### config.mk
export PLATFORM = sky130hd
export DESIGN_NAME = fetch_ctrl
export DESIGN_NICKNAME = d
export VERILOG_FILES = /design/src/rtl/risc_pkg.sv /design/src/rtl/next_pc_sel.sv /design/src/rtl/fetch_ctrl.sv
export SDC_FILE = /design/constraint.sdc
export NUM_CORES = 1
export LEC_CHECK = 0
export CAP_MARGIN = 10
export CORE_MARGIN = 3
export CORE_UTILIZATION = 49
export DETAILED_ROUTE_END_ITERATION = 8
export PLACE_DENSITY = 0.85
export SKIP_LAST_GASP = 1
export SLEW_MARGIN = 15
export SYNTH_ARGS = -nofsm -noshare
export SYNTH_HDL_FRONTEND = slang
export SYNTH_HIERARCHICAL = 1
export SYNTH_SLANG_ARGS = --single-unit
### constraint.sdc
create_clock -name clk_i -period 7.1 [get_ports clk_i]
set_input_delay 1.065 -clock clk_i [delete_from_list [all_inputs] [get_ports clk_i]]
set_output_delay 1.065 -clock clk_i [all_outputs]
set_load 0.02 [all_outputs]
### src/rtl/risc_pkg.sv
// rtl/risc_pkg.sv - shared fetch types, NOP encoding and reset PC default
package risc_pkg;

    typedef enum logic [1:0] {
        ST_BOOT,
        ST_REQ,
        ST_WAIT,
        ST_HOLD
    } fetch_state_e;

    localparam logic [31:0] NOP_INSTR        = 32'h0000_0013;
    localparam logic [31:0] DEFAULT_RESET_PC = 32'h0000_0000;

    function automatic logic [31:0] word_align(input logic [31:0] addr);
        return {addr[31:2], 2'b00};
    endfunction

endpackage

### src/rtl/next_pc_sel.sv
// rtl/next_pc_sel.sv - combinational next fetch address select (redirect or sequential)
module next_pc_sel
    import risc_pkg::*;
(
    input  logic [31:0] pc_i,
    input  logic        taken_i,
    input  logic        jump_i,
    input  logic [31:0] target_i,
    output logic [31:0] next_pc_o,
    output logic        misalign_o
);

    logic redirect;

    assign redirect   = taken_i | jump_i;
    // Sequential path wraps naturally at 2^32.
    assign next_pc_o  = redirect ? word_align(target_i) : (pc_i + 32'd4);
    assign misalign_o = redirect && (target_i[1:0] != 2'b00);

endmodule

### src/rtl/fetch_ctrl.sv
// rtl/fetch_ctrl.sv - single-outstanding instruction fetch controller
// Optional misaligned-redirect flag output under MISALIGN_TRAP_EN.
module fetch_ctrl
    import risc_pkg::*;
#(
    parameter logic [31:0] RESET_PC = DEFAULT_RESET_PC
) (
    input  logic        clk_i,
    input  logic        reset_i,
    input  logic        branch_taken_i,
    input  logic        is_jump_ctl_i,
    input  logic [31:0] target_addr_i,
    input  logic        stall_i,
    output logic        imem_req_o,
    output logic [31:0] imem_addr_o,
    input  logic        imem_gnt_i,
    input  logic        imem_rvalid_i,
    input  logic [31:0] imem_rdata_i,
    output logic        instr_valid_o,
    output logic [31:0] instr_o,
`ifdef MISALIGN_TRAP_EN
    output logic        misalign_o,
`endif
    output logic [31:0] pc_o
);

    fetch_state_e state_q;
    logic         req_q;
    logic [31:0]  addr_q;
    logic         valid_q;
    logic [31:0]  instr_q;
    logic [31:0]  pc_q;
    logic [31:0]  next_pc_d;

`ifdef MISALIGN_TRAP_EN
    logic         misalign_d;
    logic         misalign_q;
`else
    logic         misalign_unused;
`endif

    next_pc_sel u_next_pc_sel (
        .pc_i       (pc_q),
        .taken_i    (branch_taken_i),
        .jump_i     (is_jump_ctl_i),
        .target_i   (target_addr_i),
        .next_pc_o  (next_pc_d),
`ifdef MISALIGN_TRAP_EN
        .misalign_o (misalign_d)
`else
        .misalign_o (misalign_unused)
`endif
    );

    always_ff @(posedge clk_i) begin
        if (reset_i) begin
            state_q <= ST_BOOT;
            req_q   <= 1'b0;
            addr_q  <= RESET_PC;
            valid_q <= 1'b0;
            instr_q <= NOP_INSTR;
            pc_q    <= RESET_PC;
`ifdef MISALIGN_TRAP_EN
            misalign_q <= 1'b0;
`endif
        end else begin
`ifdef MISALIGN_TRAP_EN
            misalign_q <= 1'b0;
`endif
            case (state_q)
                ST_BOOT: begin
                    state_q <= ST_REQ;
                    req_q   <= 1'b1;
                    addr_q  <= RESET_PC;
                end
                // rvalid here can only belong to an abandoned request.
                ST_REQ: begin
                    if (imem_gnt_i) begin
                        state_q <= ST_WAIT;
                        req_q   <= 1'b0;
                    end
                end
                ST_WAIT: begin
                    if (imem_rvalid_i) begin
                        state_q <= ST_HOLD;
                        instr_q <= imem_rdata_i;
                        pc_q    <= addr_q;
                        valid_q <= 1'b1;
                    end
                end
                ST_HOLD: begin
                    if (!stall_i) begin
                        state_q <= ST_REQ;
                        valid_q <= 1'b0;
                        req_q   <= 1'b1;
                        addr_q  <= next_pc_d;
`ifdef MISALIGN_TRAP_EN
                        misalign_q <= misalign_d;
`endif
                    end
                end
                default: state_q <= ST_BOOT;
            endcase
        end
    end

    assign imem_req_o    = req_q;
    assign imem_addr_o   = addr_q;
    assign instr_valid_o = valid_q;
    assign instr_o       = instr_q;
    assign pc_o          = pc_q;
`ifdef MISALIGN_TRAP_EN
    assign misalign_o    = misalign_q;
`endif

endmodule

# Word level (Yosys, flattened, before mapping)
# Index checks and enable logic that the tools add are counted.
# totals
word_cells	36
out_inout_bits	98
register_bits	100
# op_classes
add_sub_neg	1
n_mux	13
bitwise	1
n_eq_ne	6
n_reduce_logical	9
# ops
op	n
2-to-1 mux 32 bit	2
case mux 32 bit (2 select lines)	1
adder 32 x 3 -> 32 bit (second input constant)	1
AND reduction 3 bit	3
case mux 2 bit (4 select lines)	1
2-to-1 mux 2 bit	3
!= test 2 bit (second input constant)	3
equality test 2 bit (second input constant)	2
2-to-1 mux 1 bit	4
AND reduction 2 bit	2
nonzero test 2 bit	2
case mux 1 bit (3 select lines)	1
nonzero test 3 bit	1
equality test 2 x 1 -> 1 bit (second input constant)	1
logical NOT 2 bit	1
case mux 1 bit (2 select lines)	1
bitwise OR 1 bit	1

# Depth between registers and ports, before layout
# logic_depth
word_depth	4
mapped_depth	9
mapped_depth_nobuf	7

# Cells and area by module
# The synthesis kept the hierarchy.
# modules_own_cells
module	area_per_inst_um2	cells_per_inst	n_inst
fetch_ctrl	3915.0	453	1
next_pc_sel	1034.7	180	1

# Worst setup path before layout
# OpenSTA, ideal clock, no wires.
# synth_timing
kind	flip-flop to flip-flop
start	register pc_q[10] (netlist: pc_o[10])
end	register addr_q[30] (netlist: imem_addr_o[30])
synth_period_minus_slack_ns	2.388
setup_ns	0.132
t_arrival_ns	2.256
setup_slack_ns	4.712
n_path_buf	2
path_stages_with_launch	9
required_time_ns	6.968
cell_sequence	dfxtp_1 -> buf_2 -> nand4_1 -> or4_1 -> clkbuf_1 -> or4_1 -> a211o_1 -> nand2_1 -> a21oi_1
# synth_via
elab_chain_cells	4
# synth_rtl
element	line	rtl
start: declaration	fetch_ctrl.sv:32	logic [31:0] pc_q;
start signal: assignment	fetch_ctrl.sv:87	pc_q <= addr_q;
adder 32 x 3 -> 32 bit	next_pc_sel.sv:17	assign next_pc_o = redirect ? word_align(target_i) : (pc_i + 32'd4);
2-to-1 mux 32 bit	next_pc_sel.sv:17	
via next_pc_d[30]	fetch_ctrl.sv:33	logic [31:0] next_pc_d;
2-to-1 mux 32 bit	fetch_ctrl.sv:92	if (!stall_i) begin
case mux 32 bit (2 select lines)	fetch_ctrl.sv:70	case (state_q)
end signal: assignment	fetch_ctrl.sv:96	addr_q <= next_pc_d;
end: declaration	fetch_ctrl.sv:29	logic [31:0] addr_q;
# The timed path passes the listed nets, and every way through them passes these cells. The select of a mux whose other input is x is not followed.
# A chain may end at the register's enable or synchronous reset.

# Worst setup path after layout
# layout_timing
start	input is_jump_ctl_i
end	register addr_q[30] (netlist: imem_addr_o[30])
# layout_via
elab_chain_cells	4
# layout_rtl
element	line	rtl
start: declaration	fetch_ctrl.sv:11	input logic is_jump_ctl_i,
bitwise OR 1 bit	next_pc_sel.sv:15	assign redirect = taken_i | jump_i;
2-to-1 mux 32 bit	next_pc_sel.sv:17	
via next_pc_d[30]	fetch_ctrl.sv:33	
2-to-1 mux 32 bit	fetch_ctrl.sv:92	
case mux 32 bit (2 select lines)	fetch_ctrl.sv:70	
# The timed path passes the listed nets, and every way through them passes these cells. The select of a mux whose other input is x is not followed.

==> flow_summary.toml <==
[run_status]
outcome = "finished clean"

[sta]
final_max_slew_viol_count = 0
finalHoldViolations = 0
fmax_mhz = 372
timing.final.ws_setup_ps = 4410
setup_viol = 0
min_period_over_period = 0.379
worst_pin_slew_ps = 788
rsz0062_at_grt = "false"
period_minus_slack_ps = 2690
relSlewSlack = 0.475
setup_tns_ps = 0
clock_skew_ps = 9.69

[worst_setup_path]
endpoint_kind = "register"
worstSetupPathType = "in -> reg"
crit_chain = "clkdlybuf4s50_1 > or2_2 > or3_1 > nor4_1 > a211o_1 > nand2_1 > a21oi_1"
r2r-end = "imem_addr_o[31]$_SDFFE_PP0P_"
crit_fanout = 30
r2r_start = "pc_o[5]$_SDFFE_PP0P_"
reg2reg_depth = 6
crit_path_max_incr_delay_ps = 510
regToRegSetupSlack_ps = 4580
cp_data_arrival_time_ps = 3000
cp-start-kind = "input pin"
path_buf_inv = 1
critPathSlowestCell = "or2_2"
crit_cells = 7
cp.required_ps = 7410
critPathTopFamily = "simple AND/OR/NAND/NOR gates"

[clock_network]
ctsResizeCount = 0
cts.path.max_buffers = 2
htreeDepth = 3
clock_sinks = 100
cts_root_buf = "clkbuf_8"
cts_tree = "built"
clock_latency_ps = 370
clk_pin_slew_worst_paths_ps = 110
postCtsSetupRepairBufs = 0
cts.hold.buffers_added = 0
cts_buffers = 9

[floorplan]
std_cell_rows = 36
die-area_mm2 = 0.0113
die-width_um = 106
ioPinCount = 169
coreArea_mm2 = 0.00977
initial_core_util = 0.506
die_h_um = 106

[worst_hold_path]
whs_path_depth = 2
whs_endpoint = "instr_o[13]$_SDFFE_PP0P_"
hp-start = "instr_o[13]$_SDFFE_PP0P_"
hp-class = "reg -> reg"

[layout]
diodes = 0
seqCellArea_mm2 = 0.00200
fin_nets = 843
syn_to_final_growth_pct = 35.3
multi_input_area_mm2 = 0.00256
layout_commonest_cell = "nand2_1"
layout-drive-gt1-share = 0.108
layout_common_cells = "180 x nand2_1, 165 x clkdlybuf4s50_1, 100 x dfxtp_1"
fillCellCount = 824

[global_route]
gr-total-overflow = 0
grt_max_degree = 65
grt_pass1_vias = 4841
grt_antenna_before_repair = 0
grt_usage = 0.255
grt_pass1_wl_um = 23700

[placement]
io_buffers = 166
place_ws_ps = 4030
hpwl_um = 10300
routabilityCongestion = 0.913

[pwr]
p_per_area_mw_per_mm2 = 206
power.leakage_nw = 2.10
finalPower_mw = 1.38
max-vdd-ir-drop_uv = 227

[logic_synthesis]
synth_nets = 708
syn-mean-instance-area_um2 = 7.83
syn-cell-area_mm2 = 0.00494
netlist_instances = 631
synth_warnings = 6

[route]
drt_iter0_drc = 403
vias_per_cell = 5.59
drt_pass1_iterations = 7
wl_um = 14800
drc = 0
ant_nets = 0
vias = 5052
wl_per_cell_um = 16.4

[flow_run]
maxCapViolCount = 0
==> sequential cells by signal, indices dropped and copies added (netlist names) <==
name and flops:
imem_addr_o 32, instr_o 32, pc_o 32, state_q 2, imem_req_o 1, instr_valid_o 1
==> where the power goes <==
part / total [mW] / leakage (nW) / internal (mW) / switching (mW)
registers: 0.618 / 0.808 / 0.594 / 0.0240
clock network: 0.399 / 0.110 / 0.174 / 0.225
logic: 0.362 / 1.19 / 0.136 / 0.226
==> routing by layer <==
| metal | GRT usage | routed length (um) | vias up |
|---|---|---|---|
| met2 | 0.435 | 7350 | 207 |
| met5 | 0 | 0 | - |
| met1 | 0.315 | 6010 | 2387 |
| met3 | 0.0668 | 1190 | 22 |
| li1 | - | - | 2436 |
| met4 | 0.0795 | 263 | 0 |
==> worst max-delay path by stage <==
stage / startpoint / end / slack, ps
global placement: is_jump_ctl_i / imem_addr_o[30]$_SDFFE_PP0P_ / 4070
CTS: is_jump_ctl_i / imem_addr_o[30]$_SDFFE_PP0P_ / 4430
detailed placement: is_jump_ctl_i / imem_addr_o[30]$_SDFFE_PP0P_ / 4030
finish: is_jump_ctl_i / imem_addr_o[30]$_SDFFE_PP0P_ / 4410
global route: is_jump_ctl_i / imem_addr_o[30]$_SDFFE_PP0P_ / 4290
floorplan: pc_o[10]$_SDFFE_PP0P_ / imem_addr_o[30]$_SDFFE_PP0P_ / 4710
==> worst register-to-register path, stage by stage (launching register included) <==
cell     delay, ps
dfxtp_1        530
nand4_4        180
or4_1          720
or4_1          540
a211o_1        300
nand2_1         60
a21oi_1         60
==> per-stage QoR <==
stage	std cells	hold WS, ps	utilization	cell area [um2]
after detailed placement	888	449	0.662	6470
final	904	465	0.684	6690
after CTS	904	465	0.684	6690
after floorplan	631	483	-	4940
after global routing	904	483	0.684	6690
after global placement	888	441	0.662	6470
==> final cells by class <==
type                    instances  area share
well taps                     133      0.0249
clock buffers                   9      0.0185
multi-input cells             474       0.384
flip-flops and latches        100       0.299
repair buffers                172       0.255
clock inverters                 7      0.0135
inverters                       9     0.00505
Power figures use the tool's default switching activity.
